### src/rtl/vu_frame_ctrl.sv
// rtl/vu_frame_ctrl.sv - VU meter frame decoder with per-channel peak hold/decay and pixel hand-off
module vu_frame_ctrl #(
  parameter int          CHANNELS    = 2,
  parameter logic [7:0]  SYNC        = 8'hFF,
  parameter int          HOLD_FRAMES = 8,
  parameter int          DECAY       = 4
) (
  input  logic       i_clk,
  input  logic       i_rst_n,
  input  logic [7:0] i_data,
  input  logic       i_dv,
  input  logic       i_npxl_rdy,
  output logic       o_send,
  output logic [7:0] o_value,
  output logic [3:0] o_chan,
  output logic       o_rdy,
  output logic       o_frame_err,
  output logic       o_ovr
);

  localparam int              CW   = (CHANNELS > 1) ? $clog2(CHANNELS) : 1;
  localparam logic [CW-1:0]   LAST = CW'(CHANNELS - 1);
  localparam logic [7:0]      HOLD = 8'(HOLD_FRAMES);
  localparam logic [7:0]      DEC  = 8'(DECAY);

  typedef enum logic [2:0] {IDLE, RECV, UPDATE, SEND, WAIT_LO, WAIT_HI} state_t;

  state_t        state, state_nxt;
  logic          dv_q;
  logic          accept;
  logic          is_sync;
  logic          frame_err_nxt;
  logic          ovr_nxt;
  logic [CW-1:0] cnt;
  logic [CW-1:0] ch;
  logic [7:0]    level    [CHANNELS];
  logic [7:0]    peak     [CHANNELS];
  logic [7:0]    hold     [CHANNELS];
  logic [7:0]    peak_dec [CHANNELS];
  logic [7:0]    peak_upd [CHANNELS];
  logic [7:0]    hold_upd [CHANNELS];

  assign accept  = i_dv & ~dv_q;
  assign is_sync = (i_data == SYNC);
  assign o_rdy   = (state == IDLE) && i_npxl_rdy;

  always_ff @(posedge i_clk or negedge i_rst_n) begin
    if (!i_rst_n) state <= IDLE;
    else          state <= state_nxt;
  end

  always_comb begin
    state_nxt     = state;
    frame_err_nxt = 1'b0;
    ovr_nxt       = 1'b0;
    case (state)
      IDLE:    if (accept && is_sync) state_nxt = RECV;
      RECV: begin
        if (accept && is_sync)                    frame_err_nxt = 1'b1;
        else if (accept && cnt == LAST)           state_nxt = UPDATE;
      end
      UPDATE: begin
        ovr_nxt   = accept;
        state_nxt = SEND;
      end
      SEND: begin
        ovr_nxt = accept;
        if (i_npxl_rdy) state_nxt = WAIT_LO;
      end
      WAIT_LO: begin
        ovr_nxt = accept;
        if (!i_npxl_rdy) state_nxt = WAIT_HI;
      end
      WAIT_HI: begin
        ovr_nxt = accept;
        if (i_npxl_rdy) state_nxt = (ch == LAST) ? IDLE : SEND;
      end
      default: state_nxt = IDLE;
    endcase
  end

  // New peak restarts hold; once hold runs out the peak decays toward the live level.
  always_comb begin
    for (int i = 0; i < CHANNELS; i++) begin
      peak_dec[i] = (peak[i] >= DEC) ? (peak[i] - DEC) : 8'd0;
      peak_upd[i] = peak[i];
      hold_upd[i] = hold[i];
      if (level[i] >= peak[i]) begin
        peak_upd[i] = level[i];
        hold_upd[i] = HOLD;
      end else if (hold[i] != 8'd0) begin
        hold_upd[i] = hold[i] - 8'd1;
      end else begin
        peak_upd[i] = (level[i] > peak_dec[i]) ? level[i] : peak_dec[i];
      end
    end
  end

  always_ff @(posedge i_clk or negedge i_rst_n) begin
    if (!i_rst_n) begin
      dv_q        <= 1'b0;
      cnt         <= '0;
      ch          <= '0;
      o_send      <= 1'b0;
      o_value     <= 8'd0;
      o_chan      <= 4'd0;
      o_frame_err <= 1'b0;
      o_ovr       <= 1'b0;
      for (int i = 0; i < CHANNELS; i++) begin
        level[i] <= 8'd0;
        peak[i]  <= 8'd0;
        hold[i]  <= 8'd0;
      end
    end else begin
      dv_q        <= i_dv;
      o_send      <= (state == SEND) && i_npxl_rdy;
      o_frame_err <= frame_err_nxt;
      o_ovr       <= ovr_nxt;
      case (state)
        IDLE: if (accept && is_sync) cnt <= '0;
        RECV: begin
          if (accept) begin
            if (is_sync) begin
              cnt <= '0;
            end else begin
              level[cnt] <= i_data;
              cnt        <= cnt + 1'b1;
            end
          end
        end
        UPDATE: begin
          ch <= '0;
          for (int i = 0; i < CHANNELS; i++) begin
            peak[i] <= peak_upd[i];
            hold[i] <= hold_upd[i];
          end
        end
        SEND: begin
          if (i_npxl_rdy) begin
            o_value <= peak[ch];
            o_chan  <= 4'(ch);
          end
        end
        WAIT_HI: if (i_npxl_rdy && ch != LAST) ch <= ch + 1'b1;
        default: ;
      endcase
    end
  end

endmodule

### config.mk
export PLATFORM = sky130hd
export DESIGN_NAME = vu_frame_ctrl
export DESIGN_NICKNAME = d
export VERILOG_FILES = /design/src/rtl/vu_frame_ctrl.sv
export SDC_FILE = /design/constraint.sdc
export NUM_CORES = 1
export LEC_CHECK = 0
export ABC_CLOCK_PERIOD_IN_PS = 8700
export BUFFER_PORTS_ARGS = -buffer_cell sky130_fd_sc_hd__buf_2
export CAP_MARGIN = 40
export CORE_MARGIN = 2
export CORE_UTILIZATION = 65
export DETAILED_ROUTE_END_ITERATION = 6
export GPL_TIMING_DRIVEN = 0
export PLACE_DENSITY = 0.85
export RECOVER_POWER = 25
export SLEW_MARGIN = 20
export SYNTH_ARGS = -nofsm -noshare
export SYNTH_HDL_FRONTEND = slang
export SYNTH_SLANG_ARGS = --single-unit
### constraint.sdc
create_clock -name i_clk -period 8.7 [get_ports i_clk]
set_clock_uncertainty 0.15 [all_clocks]
set_input_delay 0.87 -clock i_clk [delete_from_list [all_inputs] [get_ports i_clk]]
set_output_delay 0.87 -clock i_clk [all_outputs]
set_load 0.02 [all_outputs]
* Word level (Yosys, flattened, before mapping)
Index checks and enable logic that the tools add are counted.
Widths: inputs -> output; s select.
** Cells by class
- Add/sub/neg operators :: 6
- $lt $le $gt $ge :: 9
- Equality and inequality tests :: 16
- Multiplexer cells :: 35
- Bitwise gates (word level) :: 6
- Reduce and logical (&&, ||, !) cells :: 23
** Operators with widths (number)
- $mux 8 :: 16
- $mux 3 :: 6
- $ne 2x2->1 const B :: 9
- $pmux 3 s6 :: 1
- $bwmux 16 :: 1
- $ge 8x3->1 const B :: 2
- $ge 8x8->1 :: 2
- $gt 8x8->1 :: 2
- $reduce_bool 8->1 :: 2
- $sub 8x1->8 const B :: 2
- $sub 8x3->8 const B :: 2
- $reduce_and 2->1 :: 6
- $demux 8 s1 :: 1
- $eq 8x8->1 const B :: 1
- $reduce_bool 2->1 :: 4
- $mux 1 :: 7
- $eq 3x2->1 const B :: 2
- $eq 3x3->1 const B :: 2
- $logic_and 1x1->1 :: 6
- $reduce_and 3->1 :: 2
- $reduce_and 6->1 :: 1
- $ge 2x2->1 const B :: 2
- $not 1->2 :: 2
- $pmux 1 s2 :: 2
- other kinds (9) :: 12
** Word-level totals
- Register bits after elaboration :: 66
- Bits of input ports :: 12
- Output and inout port bits :: 16
- Logic and storage cells :: 110

* Longest topological paths before layout
- Depth in word-level cells :: 6
- Gate-level depth with buffers :: 15
- Mapped depth without buffers :: 14

* Least setup slack after synthesis
OpenSTA, ideal clock, no wires.
- Path kind :: register -> register
- Start :: reg peak[10] (netlist bit)
- End :: reg peak[8] (netlist bit)
- Library setup time :: 0.121 ns
- Arrival time :: 3.056 ns
- Data required time :: 8.429 ns
- Setup slack :: 5.373 ns
- Stages on the path, launching flop included :: 14
- Path buffers :: 1
- Clock period less this slack :: 3.327 ns
- Cell sequence :: dfrtp_1 -> inv_1 -> ha_1 -> or3b_2 -> a21oi_1 -> nand2_1 -> and2_1 -> ha_1 -> nand4_1 -> o21a_1 -> nor3_1 -> buf_2 -> nor2_1 -> a22o_1
** On the way
- Word-level cells in the longest chain between the ends :: 6
- Elaborated cells on any way between the ends :: 10
- Those cells by class :: add/sub (1); order compare (3); eq/ne (1); mux (4); reduce/logical (1)
** RTL lines
- from (decl) :: RTL line 37 : logic [7:0] peak [CHANNELS];
- from (signal, indexed assignment) :: RTL line 134 : peak[i] <= peak_upd[i];
- $sub 8x3->8 or $ge 8x3->1 (tied branches) :: RTL line 85 : peak_dec[i] = (peak[i] >= DEC) ? (peak[i] - DEC) : 8'd0;
- $mux 8 :: RTL line 85
- $gt 8x8->1 :: RTL line 94 : peak_upd[i] = (level[i] > peak_dec[i]) ? level[i] : peak_dec[i];
- $mux 8 :: RTL line 94
- $mux 8 :: RTL line 91 : end else if (hold[i] != 8'd0) begin
- $mux 8 :: RTL line 88 : if (level[i] >= peak[i]) begin
Several ways; a longest one is shown, not always the timed one. The select of a mux whose other input is x is not followed.
A chain may end at the register's enable or synchronous reset.

* Worst setup path in the final report
- Start :: reg peak[10] (netlist bit)
- End :: reg peak[9] (netlist bit)
Same word-level chain as after synthesis.

==> results.tsv <==
stage	metric	value	unit
status	violations	capacitance limit, slew limit	
global_routing	grt_pass1_wl	15500	um
drt	drt_iter0_drc	172	
setup_path	crit_arrival	4040	ps
clock_network	post_cts_buffers	0	
floorplanning	ios	28	
cells_and_area	nFillCells	437	
status	status	complete, but fails checks	
setup_path	cp.required	8780	ps
drt	wl_per_cell	16.4	um
drt	drt_first_pass_iters	4	
cells_and_area	area_growth	8.84	%
floorplanning	die_area	0.00696	sq mm
clock_network	clock_sinks	66	
timing	min_period_over_period	0.456	
placement	gp_congestion	0.906	
yosys	async_reset_ff_frac	1.00	
setup_path	worstSetupEndpoint	peak[9]$_DFFE_PN0P_	
clock_network	clock_latency	340	ps
setup_path	reg2reg_depth	13	
timing	finalHoldViolCount	0	
drt	vias	3230	
yosys	yosysSeqAreaShare	0.403	
cells_and_area	n_antenna_cell	0	
placement	portBuffers	24	
cells_and_area	fin_area	0.00447	sq mm
worst_hold_path	min_path_type	input port to async pin	
setup_path	timing.rr.end	peak[9]$_DFFE_PN0P_	
cells_and_area	final_cell_mix	dfrtp_1, nor2_1, ha_1	
setup_path	critPathKind	flip-flop to flip-flop	
clock_network	cts_hold_buf	0	
yosys	synth_top_flop_cell	dfrtp_1	
floorplanning	core_area	0.00603	sq mm
cells_and_area	layout.nets	518	
flow_run	max_cap_violations	1	
timing	timing.final.max_slew_violations	61	
yosys	netlist_instances	428	
clock_network	cts_tree	yes	
yosys	synth_area	0.00410	sq mm
timing	rsz0062_at_grt	false	
placement	place_hpwl	6710	um
timing	min_period	3960	ps
yosys	yosysWarnings	0	
clock_network	clk_path_buf_depth	2	
setup_path	critPathLaunch	peak[10]$_DFFE_PN0P_	
floorplanning	dieWidth	83.4	um
timing	worst_pin_slew	3140	ps
yosys	synth-seq-cells	66	
yosys	ys_types	53	
global_routing	grt_pass1_vias	3222	
global_routing	grt_max_degree	61	
global_routing	grt_use_total	0.276	
floorplanning	die_y	83.4	um
placement	place_area	0.00435	sq mm
setup_path	r2r_slack	4740	ps
yosys	post_synth.cell_area_avg	9.59	sq um
cells_and_area	layoutNonFillerInstCount	543	
drt	final_antenna_net_count	0	
yosys	synth_edf_count	0	
timing	fin_tns_setup	0	ps
clock_network	numCtsBuffers	9	
setup_path	cp_max_fo	10	
clock_network	cts_root_buf	clkbuf_8	
drt	routed_wl	8880	um
placement	dp.cells	530	
setup_path	worstSetupStartpointType	flip-flop	
global_routing	grt_overflow	0	
timing	setup_viol	0	
floorplanning	rows	28	
timing	fmax	252	MHz
cells_and_area	final_common_cell	dfrtp_1	
drt	drc	0	
clock_network	cts_resized	0	
clock_network	path_clk_slew	70	ps
cells_and_area	drive_gt1_frac	0.139	
drt	vias_per_cell	5.95	
clock_network	htreeDepth	3	
setup_path	end_kind	flip-flop	
global_routing	antenna_found_initial	0	
timing	slew_headroom	-1.09	
floorplanning	start_util	0.681	
setup_path	reg2reg_from	peak[10]$_DFFE_PN0P_	
## registers in the layout, summed over array words and instances (netlist names)
register and flops:
o_frame_err 1, level 16, state 3, o_ovr 1
o_send 1, o_chan 1, hold 16, cnt 1
peak 16, o_value 8, ch 1, dv_q 1
## per-stage QoR
step / utilization / setup WS, ps / hold WS (ps)
final: 0.741 / 4740 / 255
after global routing: 0.741 / 4030 / 287
after CTS: 0.746 / 4780 / 185
after detailed placement: 0.723 / 4800 / 318
after global placement: 0.718 / 4910 / 306
after floorplan: - / 5370 / 317
## how the worst min path moves through the flow
stage / from / to / slack (ps) / cells after the start
6_report: i_rst_n / peak[10]$_DFFE_PN0P_ / 250 / 1
3_3_place_gp: o_chan[0]$_DFFE_PN0P_ / o_chan[0]$_DFFE_PN0P_ / 310 / 2
2_1_floorplan: hold[8]$_DFFE_PN0P_ / hold[8]$_DFFE_PN0P_ / 320 / 1
4_1_cts: i_rst_n / peak[10]$_DFFE_PN0P_ / 190 / 1
3_5_place_dp: o_value[0]$_DFFE_PN0P_ / o_value[0]$_DFFE_PN0P_ / 320 / 2
5_1_grt: i_rst_n / peak[10]$_DFFE_PN0P_ / 290 / 1
## cells by family (layout without fill, tap and decap cells)
group / count (synthesis) / in the layout / synth area share
AO/OA/AOI/OAI: 86 / 86 / 0.127
buffers and inverters: 45 / 83 / 0.0476
other: 1 / 3 / 0.000914
flip-flops: 66 / 66 / 0.403
XOR/XNOR: 16 / 16 / 0.0342
multiplexers: 40 / 40 / 0.103
AND/OR/NAND/NOR: 134 / 134 / 0.163
adder cells (fa/ha/maj): 40 / 40 / 0.122
## critical path: stages (launching register included)
cell and delay (ps):
dfrtp_1 420, inv_1 170, ha_1 270, or3b_2 530
a21oi_1 250, nand2_1 250, and2_1 230, ha_1 260
nand4_1 120, o21a_1 220, nor3_1 310, buf_2 320
nor2_1 100, a22o_1 250
## cell type report
class / count / area [sq um] / area share
clock inverters: 1 / 5.00 / 0.00112
multi-input cells: 319 / 2260 / 0.507
plain buffers: 13 / 75.1 / 0.0168
flip-flops and latches: 66 / 1650 / 0.370
well taps: 75 / 93.8 / 0.0210
repair buffers: 25 / 121 / 0.0272
inverters: 32 / 120 / 0.0269
clock buffers: 12 / 135 / 0.0303
## Yosys cell counts, drive strengths merged (6+ instances only)
library cell  number  area [sq um]
dfrtp             66          1650
nand3              6          30.0
mux2i             22           220
o21ai             28           144
nor3              12          65.1
inv               32           120
a21oi             28           140
nand4              8          50.1
xnor2             10          87.6
nand2             38           143
mux2              18           203
ha                40           500
nor2              40           150
buf                9          60.1
xor2               6          52.6
## layer usage
layer  wire length [um]  global-route usage  vias up  part of all wire
met5                  0                   0        -                 0
met3                385              0.0408       17             0.043
met4                210               0.107        0             0.024
li1                   -                   -     1585                 -
met2               4140               0.444       85              0.47
met1               4150               0.381     1543              0.47
Power is not shown: default switching activity piles up to over one toggle a cycle in this logic, so the estimate is an artifact.
